===== src/rtl/mskreg_round_sched.sv =====
// Control sequencer for the 32-bit masked AES datapath: column load, round
// iteration with randomness-driven stalls, then column output. No share data here.
`timescale 1ns / 1ps

module mskreg_round_sched #(
  parameter int NCOL     = 4,
  parameter int SBOX_LAT = 4,
  parameter int NROUNDS  = 10,
  localparam int IW      = (NCOL > 1) ? $clog2(NCOL) : 1
) (
  input  logic            clk,
  input  logic            rst,
  input  logic            in_valid,
  output logic            in_ready,
  output logic            out_valid,
  input  logic            out_ready,
  input  logic            rnd_valid,
  output logic            rnd_ready,
  output logic            sbox_en,
  output logic [IW-1:0]   issue_col,
  output logic [NCOL-1:0] col_en,
  output logic            col_src,
  output logic            mc_bypass,
  output logic [3:0]      round,
  output logic            busy
);

  localparam int PER = NCOL + SBOX_LAT;
  localparam int CW  = $clog2(PER + 1);
  localparam logic [NCOL-1:0] ONE = NCOL'(1);

  typedef enum logic [1:0] {IDLE, LOAD, ROUND, OUT} state_t;

  state_t        state_q, state_d;
  logic [CW-1:0] cnt_q, cnt_d;
  logic [3:0]    round_q, round_d;

  always_comb begin
    state_d   = state_q;
    cnt_d     = cnt_q;
    round_d   = round_q;
    in_ready  = 1'b0;
    out_valid = 1'b0;
    rnd_ready = 1'b0;
    sbox_en   = 1'b0;
    issue_col = '0;
    col_en    = '0;
    col_src   = 1'b0;
    mc_bypass = 1'b0;
    case (state_q)
      IDLE, LOAD: begin
        // Held low while reset is asserted so nothing is accepted mid-reset.
        in_ready = !rst;
        if (in_valid && !rst) begin
          col_en = ONE << cnt_q;
          if (cnt_q == CW'(NCOL - 1)) begin
            state_d = ROUND;
            cnt_d   = '0;
            round_d = 4'd1;
          end else begin
            state_d = LOAD;
            cnt_d   = cnt_q + 1'b1;
          end
        end
      end
      ROUND: begin
        rnd_ready = rnd_valid;
        sbox_en   = rnd_valid;
        col_src   = 1'b1;
        mc_bypass = (round_q == 4'(NROUNDS));
        issue_col = (cnt_q < CW'(NCOL)) ? IW'(cnt_q) : IW'(NCOL - 1);
        // Without randomness everything freezes, so the pipeline loses nothing.
        if (rnd_valid) begin
          if (cnt_q >= CW'(SBOX_LAT)) col_en = ONE << (cnt_q - CW'(SBOX_LAT));
          if (cnt_q == CW'(PER - 1)) begin
            cnt_d = '0;
            if (round_q < 4'(NROUNDS)) round_d = round_q + 4'd1;
            else state_d = OUT;
          end else begin
            cnt_d = cnt_q + 1'b1;
          end
        end
      end
      OUT: begin
        out_valid = 1'b1;
        if (out_ready) begin
          if (cnt_q == CW'(NCOL - 1)) begin
            state_d = IDLE;
            cnt_d   = '0;
            round_d = 4'd0;
          end else begin
            cnt_d = cnt_q + 1'b1;
          end
        end
      end
      default: state_d = IDLE;
    endcase
  end

  always_ff @(posedge clk or posedge rst) begin
    if (rst) begin
      state_q <= IDLE;
      cnt_q   <= '0;
      round_q <= 4'd0;
    end else begin
      state_q <= state_d;
      cnt_q   <= cnt_d;
      round_q <= round_d;
    end
  end

  assign round = round_q;
  assign busy  = (state_q != IDLE);

endmodule


===== config.mk =====
export PLATFORM = sky130hd
export DESIGN_NAME = mskreg_round_sched
export DESIGN_NICKNAME = d
export VERILOG_FILES = /design/src/rtl/mskreg_round_sched.sv
export SDC_FILE = /design/constraint.sdc
export NUM_CORES = 1
export LEC_CHECK = 0
export ABC_AREA = 1
export CORE_MARGIN = 4
export CORE_UTILIZATION = 29
export CTS_BUF_LIST = sky130_fd_sc_hd__clkbuf_4 sky130_fd_sc_hd__clkbuf_8 sky130_fd_sc_hd__clkbuf_16
export CTS_CLUSTER_DIAMETER = 100
export DETAILED_ROUTE_END_ITERATION = 8
export GPL_TIMING_DRIVEN = 0
export SETUP_SLACK_MARGIN = 0.4
export SYNTH_ARGS = -nofsm -noshare
export SYNTH_HDL_FRONTEND = slang
export SYNTH_SLANG_ARGS = --single-unit

===== constraint.sdc =====
create_clock -name clk -period 1.94 [get_ports clk]
set_clock_uncertainty 0.2 [all_clocks]
set_input_delay 0.194 -clock clk [delete_from_list [all_inputs] [get_ports clk]]
set_output_delay 0.194 -clock clk [all_outputs]
set_load 0.01 [all_outputs]

==> run summary, run 1 <==
• 69.2% — area growth from synthesis to layout
• 45 — number of design-rule violations left by the first detailed-router iteration
• 1730 um — Post-DP HPWL
• state_q[1] — reg2reg start
• 148 — syn_nets
• round[1] — capture point of the worst reg-to-reg path
• sky130_fd_sc_hd__nand2_1 (48), sky130_fd_sc_hd__nand3_1 (17), sky130_fd_sc_hd__inv_1 (14), sky130_fd_sc_hd__nor2_1 (14), sky130_fd_sc_hd__dfrtp_1 (10) — top post-synthesis cells by count
• 10 — worst reg-to-reg path cell count
• 1 — CTS H-tree lvls
• 199 — final net count
• 100% — share of flip-flops with an asynchronous set or reset
• 1.52 ns — arrival time reported for the critical path endpoint
• 137 — Syn Inst Count
• 4.77 — via density per instance
• 63.7 um — die width
• 1.55 ns — required time of the critical path
• 0 — total of max-cap violations
• 98.4% — final cycle utilization of the critical path
• 0.827 — placer's final routability congestion estimate
• 10 — clk sink count
• 0.000798 uW — leak pwr
• 0.28 ns — clock latency at the later pin of the worst-skew pair
• 0 — initial antenna violation count
• 4 — Detailed Routing Iterations Pass 1
• 0 — number of max-slew violations in the final report
• 4640 um — wire length of the first global-routing pass
• 1100 mW/mm2 — power density cells
• 44.9% — ratio of cells with drive above 1 in the final layout
• 0 — Warnings, synthesis
• sky130_fd_sc_hd__dfrtp_1 — post-synth top area cell
• 21 — IO buf count
• 901 um2 — total standard cell area after synthesis
• 31.6% — effective utilization at floorplan
• sky130_fd_sc_hd__dfrtp_1 (28%), sky130_fd_sc_hd__nand2_1 (20%), sky130_fd_sc_hd__nand3_1 (9.4%), sky130_fd_sc_hd__ha_1 (8.3%), sky130_fd_sc_hd__inv_1 (5.8%) — cell types with the largest area share after synthesis
• 0 — final antenna-violating net count
• 6.58 um2 — Avg Synthesized Cell Area
• 255 um2 — footprint of the flip-flops and latches
• 0 ns — Final TNS setup
• 0.00285 mm2 — Core Region
• 0.0308 ns — final setup margin
• 53.4% — final cell utilization of the core
• 23 — number of distinct library cells after synthesis
• 0 — final hold viol count
• 63.7 um — Vert. Die Dim
• 19 — number of rows in the core area
• 1040 — Via Count
• 0 — Post-route DRC
• 12 — largest net degree at the start of global routing
• 0.00117 mm2 — Post-DP Area
• 0 — count of flip-flops with a built-in enable after synthesis
• sky130_fd_sc_hd__clkbuf_4 — cell at the root of the clock tree
• 678 um2 — multi-input logic area
• 1013 — via count of the first global-routing pass
• 0.000630 V — worst voltage drop across the vdd grid
• 27.8% — post-synthesis sequential area ratio
• 0.07 ns — clock slew seen by the registers of the worst setup and hold paths
• flip-flop — sort of element at the start of the critical path
• reg -> out — Crit Path Category
• 14.3% — GRT Util Overall
• reg -> reg — hold crit path type
• 2 — Max Buffers Root-to-Sink
• 2820 um — total length of routed wires
• -0.247 ns — worst slack, placed
• sky130_fd_sc_hd__nand2_1 — dominant cell by count in the synthesized netlist
• 272 — total of fill cells in the finished design
• 0 — GRT overflow
• 0.499 ns — actual slew at the worst max-slew pin
• 0.00406 mm2 — total die area
• 0.00152 mm2 — post-route standard cell area excluding fillers
• 0 — endpoints failing setup
• 3 — CTS buffer count
• true — unrepaired setup endpoints after global routing
• done — clock tree from TritonCTS
• 0.524 GHz — fmax
• 12.9 um — Routed wire per std cell
• 22 — Boundary Pins
• finished, final reports clean — outcome
• state_q[1] — CP Launch Point
• sky130_fd_sc_hd__dfrtp_1 — Primary FF master, synth
• 0.11 ns — register-to-register setup slack
• 0 — antenna diode count
• 66.6% — headroom to the max-slew limit
• 5 — critical path fanouts, max
• 10 — flip-flop and latch count after synthesis
• col_en[1] — end of the critical path
• 27.8% — top cell type's share of synthesized area
• 1.91 ns — final critical delay including setup and external delays
• primary output — type of element capturing the critical path
[layout make-up]
cell class / instances / area share (%)
Inverter: 18 / 5.34
Tap cell: 31 / 2.55
Multi-Input combinational cell: 107 / 44.5
Clock buffer: 4 / 2.38
Timing Repair Buffer: 46 / 27.0
Sequential cell: 10 / 16.7
Buffer: 2 / 1.48
[cells by family after synthesis]
family                   count (synthesis)  share of synthesized area [%]
XOR/XNOR                                 2                           1.94
buffers and inverters                   20                           9.58
flip-flops                              10                           27.8
AND/OR/NAND/NOR                         90                           47.1
AO/OA/AOI/OAI                            9                           5.28
adder cells (fa/ha/maj)                  6                           8.33
[state kept, by name, indices dropped and copies added, names as in the netlist]
| name | cells |
|---|---|
| round | 4 |
| state_q | 2 |
| cnt_q | 4 |
[report_power, final]
part	total, uW	leakage, uW	internal [uW]	switching [uW]
Sequential	351	0.000123	279	72.2
Combinational	1120	0.000653	505	620
Clock	201	0.0000210	114	87.0
Total	1680	0.000798	898	779
[worst min-delay path by stage]
stage                         from  cells past startpoint  endpoint  slack (ns)
after detailed placement  round[3]                      2  round[3]        0.32
after CTS                      rst                      2  cnt_q[3]        0.11
after floorplan                rst                      1  cnt_q[0]       -0.16
after global routing      round[3]                      2  round[3]        0.38
after global placement    round[3]                      2  round[3]        0.32
final                     round[3]                      2  round[3]        0.34
[per-stage QoR]
stage                     hold slack [ns]  power, uW  std cells
after floorplan                    -0.158        890        137
after global placement              0.319       1140        189
after global routing                0.378       1820        218
final                               0.339       1680        218
after detailed placement            0.325       1150        189
after CTS                           0.113       1550        213
[layer usage]
metal  global-route usage, %  routed length (um)  vias to the layer above
met5                       0                   0                        -
met4                    2.96                  15                        0
met3                    4.38                 133                        2
met2                    24.4                1440                       34
met1                    17.7                1230                      477
li1                        -                   -                      527
[placed cells by master, fill, tap and decap left out, types with 6 or more instances in the layout]
cell / count
sky130_fd_sc_hd__nand2_1: 41
sky130_fd_sc_hd__buf_6: 15
sky130_fd_sc_hd__nand3_1: 14
sky130_fd_sc_hd__buf_4: 14
sky130_fd_sc_hd__nor2_1: 10
sky130_fd_sc_hd__inv_1: 9
sky130_fd_sc_hd__nand2_2: 7
sky130_fd_sc_hd__buf_2: 7
sky130_fd_sc_hd__dfrtp_1: 6
sky130_fd_sc_hd__dlygate4sd2_1: 6
[critical path, stage by stage, from the launching register on]
cell and delay [ns]:
sky130_fd_sc_hd__dfrtp_1 0.37, sky130_fd_sc_hd__buf_6 0.14, sky130_fd_sc_hd__nor2_4 0.11, sky130_fd_sc_hd__nand3_2 0.11, sky130_fd_sc_hd__o21ai_2 0.15, sky130_fd_sc_hd__buf_4 0.12, sky130_fd_sc_hd__inv_2 0.02, sky130_fd_sc_hd__nor2_1 0.08
sky130_fd_sc_hd__buf_2 0.14
[what timing repair did]
action | 4_1_cts | 5_1_grt
setup buffers | 20 | 4
hold endpoints to repair | 0 | 10
pin swaps | 7 | 7
hold buffers | 0 | 1
endpoints found under the setup margin | 27 | 23
gates cloned | 0 | 0
gates resized for setup | 69 | 34
(Power assumes the default switching activity.)
==> run 2, diff against run 1 <==
CAP_MARGIN = 0   (was default)
==> results of run 2 <==
No change in the layout: final DEF, timing and power equal those of run 1.
==> run 3, diff against run 2 <==
CTS_BUF_LIST = default   (was sky130_fd_sc_hd__clkbuf_4 sky130_fd_sc_hd__clkbuf_8 sky130_fd_sc_hd__clkbuf_16)
==> results of run 3 <==
No change in the layout: final DEF, timing and power equal those of run 1.
==> RTL edit (flow settings as in run 2) <==
Set the parameter `NCOL` to 8 (it was 4).
--- a/src/rtl/mskreg_round_sched.sv
+++ b/src/rtl/mskreg_round_sched.sv
@@ -5,3 +5,3 @@
 module mskreg_round_sched #(
-  parameter int NCOL     = 4,
+  parameter int NCOL     = 8,
   parameter int SBOX_LAT = 4,
Interface: changed (resized col_en and issue_col); port bits go from 22 to 27. No check against the original RTL was run, so the function may have changed too.
==> RTL edit against run 2 <==
The flow now finishes with violations (negative setup slack); sequential cell count stayed put; register-to-register slack lost 0.03 ns; core utilization is 3.5 points higher; hold slack got worse by 0.20 ns; total power fell by 5.3%; sequential power shrank 4%; setup slack lost 0.079 ns; design area increased by 17%; first-iteration DRC count down 33%; die area rose by 7.4%; wire length increased by 4.3%; area after synthesis rose by 8.5%; largest power group unchanged; highest routed layer unchanged.
==> RTL edit: results (changes against run 2) <==
The startpoint identified for the worst register-to-register timing path is state_q[1]. The root buffer cell chosen for the clock tree is clkbuf_4. For the setup TNS, the log shows -0.1889 ns (-0.1889 ns). The unique cell type count in the Yosys netlist is 24 (+4.3%).

The number of cells on the worst reg-to-reg path was 12 (+2); the final weighted congestion in routability-driven placement was 0.8253 (-0.17%). The share of cells above drive strength 1 came out at 0.5876 (+0.1384). The pre-CTS setup slack was -0.3181 ns (-0.07112 ns); the net count reported at finish was 212 (+6.5%). Ranked by instance count, the synthesized netlist is headed by 35 x nand2_1, 16 x inv_1, 12 x nand3_1, 11 x ha_1, 10 x dfrtp_1. The logs give -0.04856 ns (-0.07936 ns) for the final worst-path setup slack and 30 (-33%) for the detailed router's first-iteration violation count.

The transition at the pin with the smallest max-transition slack is 0.2269 ns (-0.2719 ns). The cell with the biggest individual delay on the critical path is dfrtp_1. The run gives 278 (+2.2%) as the fill cell instance count of the final layout.

The average wire per cell in the routed design was 12.34 um (-4.5%). The number of buffers between clock root and the deepest sink is 2 (unchanged). The tightest min-delay check is of the in2async type.

For the yosys synthesis warning count, the log shows 0 (unchanged). The leakage power is 0.9073 nW (+14%). The endpoint identified for the worst register-to-register timing path is state_q[0].

For the signal arrival time at the worst endpoint, the log shows 1.59 ns (+0.07 ns). For the sequential element share of the synthesized area, the log shows 0.2561 (-0.02170). For the half-perimeter wire length of the detailed placement result, the log shows 1.759 mm (+1.8%). Most common flop cell mapped by yosys: dfrtp_1. Wire length of the first global-routing pass: 4.574 mm (-1.3%).

The tools report the total routing resource utilization after global routing as 0.1349 (-0.007832). Grouping stages by cell kind, the critical path spends the most delay in buffers and inverters. The checks that failed: negative setup slack. The run gives 8 (+8) as the final setup violation count. The number of vias in the routed layout was 1104 (+6.2%).

The via count of the first global-routing pass came out at 1042 (+2.9%). Maximum number of pins on one net before global-route repair: 11 (-1). The largest stage delay on the critical path came out at 0.37 ns (about the same). In the post-synthesis netlist, the biggest area contributors are dfrtp_1 26%, ha_1 14%, nand2_1 13%, nand3_1 6.1%, inv_1 6.1%. For the flop-to-flop setup slack, the log shows 0.08 ns (-0.03 ns). The run gives 0.26 ns (-0.02 ns) as the clock latency at the later pin of the worst-skew pair.

The tools report the reported net switching power as 720.4 uW (-7.6%). The net count of the mapped netlist was 146 (-1.4%). The count of input and output buffers is 26 (+24%), and the largest vdd supply drop is 501.5 uV (-20%). The flow ran to the end, but the final reports show violations.
-- RTL edit: worst max path at each step --
stage	start	endpoint	cells after the start
floorplan	cnt_q[2]	col_en[0]	4
global placement	rnd_valid	col_en[6]	6
detailed placement	cnt_q[2]	col_en[0]	5
CTS	state_q[0]	col_en[0]	7
global route	cnt_q[3]	col_en[2]	6
finish	cnt_q[3]	col_en[7]	6
-- RTL edit: cell families after synthesis --
kind of cell	count (synthesis)	synth area share
xor gates and xnor gates	1	0.008965
AOI/OAI and AO/OA	16	0.09218
DFF	10	0.2561
and+or+nand+nor	70	0.3931
buffers and inverters	22	0.1088
adders and majority gates	11	0.1408
-- RTL edit: through the flow --
step,utilization,hold slack (ns),instance area [um^2],cells
final,0.5692,0.1358,1780,238
after global routing,0.5692,0.1636,1780,238
after CTS,0.4948,0.1350,1548,227
after detailed placement,0.4192,0.3171,1311,200
after global placement,0.4192,0.3177,1311,200
after floorplan,-,-0.1578,996.0,130
-- RTL edit: power by group through the flow --
stage                     Sequential (mW)  Combinational, mW  Clock [mW]
after floorplan                     0.345              0.440           0
after global placement              0.356              0.618           0
after detailed placement            0.360              0.630           0
after CTS                           0.334              0.853       0.144
after global routing                0.343               1.22       0.161
final                               0.337               1.11       0.142
-- RTL edit: worst reg2reg max path: cells and delay by family (launching register included) --
family	cells	cell delay, ns
flip-flops	1	0.38
AND/OR/NAND/NOR	6	0.43
buffers and inverters	6	0.75
-- RTL edit: area by class of cell --
class	count	area, um^2	area share
clock buffer	3	22.52	0.01265
tap	44	55.05	0.03092
sequential	10	254.0	0.1427
timing repair buffer	60	496.7	0.2790
buffer	3	33.78	0.01897
multi-input combinational	99	828.3	0.4652
inverter	19	90.09	0.05060
-- RTL edit: routing by layer --
layer / track usage / vias up / share of wire
met5: 0 / - / 0
met4: 0.05584 / 0 / 0.020
met3: 0.03741 / 7 / 0.065
met2: 0.2390 / 33 / 0.52
met1: 0.1502 / 514 / 0.39
li1: - / 550 / -
-- RTL edit: what timing repair did --
action	4_1_cts	5_1_grt
gates cloned	2	0
setup endpoints to repair	32	27
gates resized for setup	102	45
buffers inserted	22	11
pin swaps	10	17
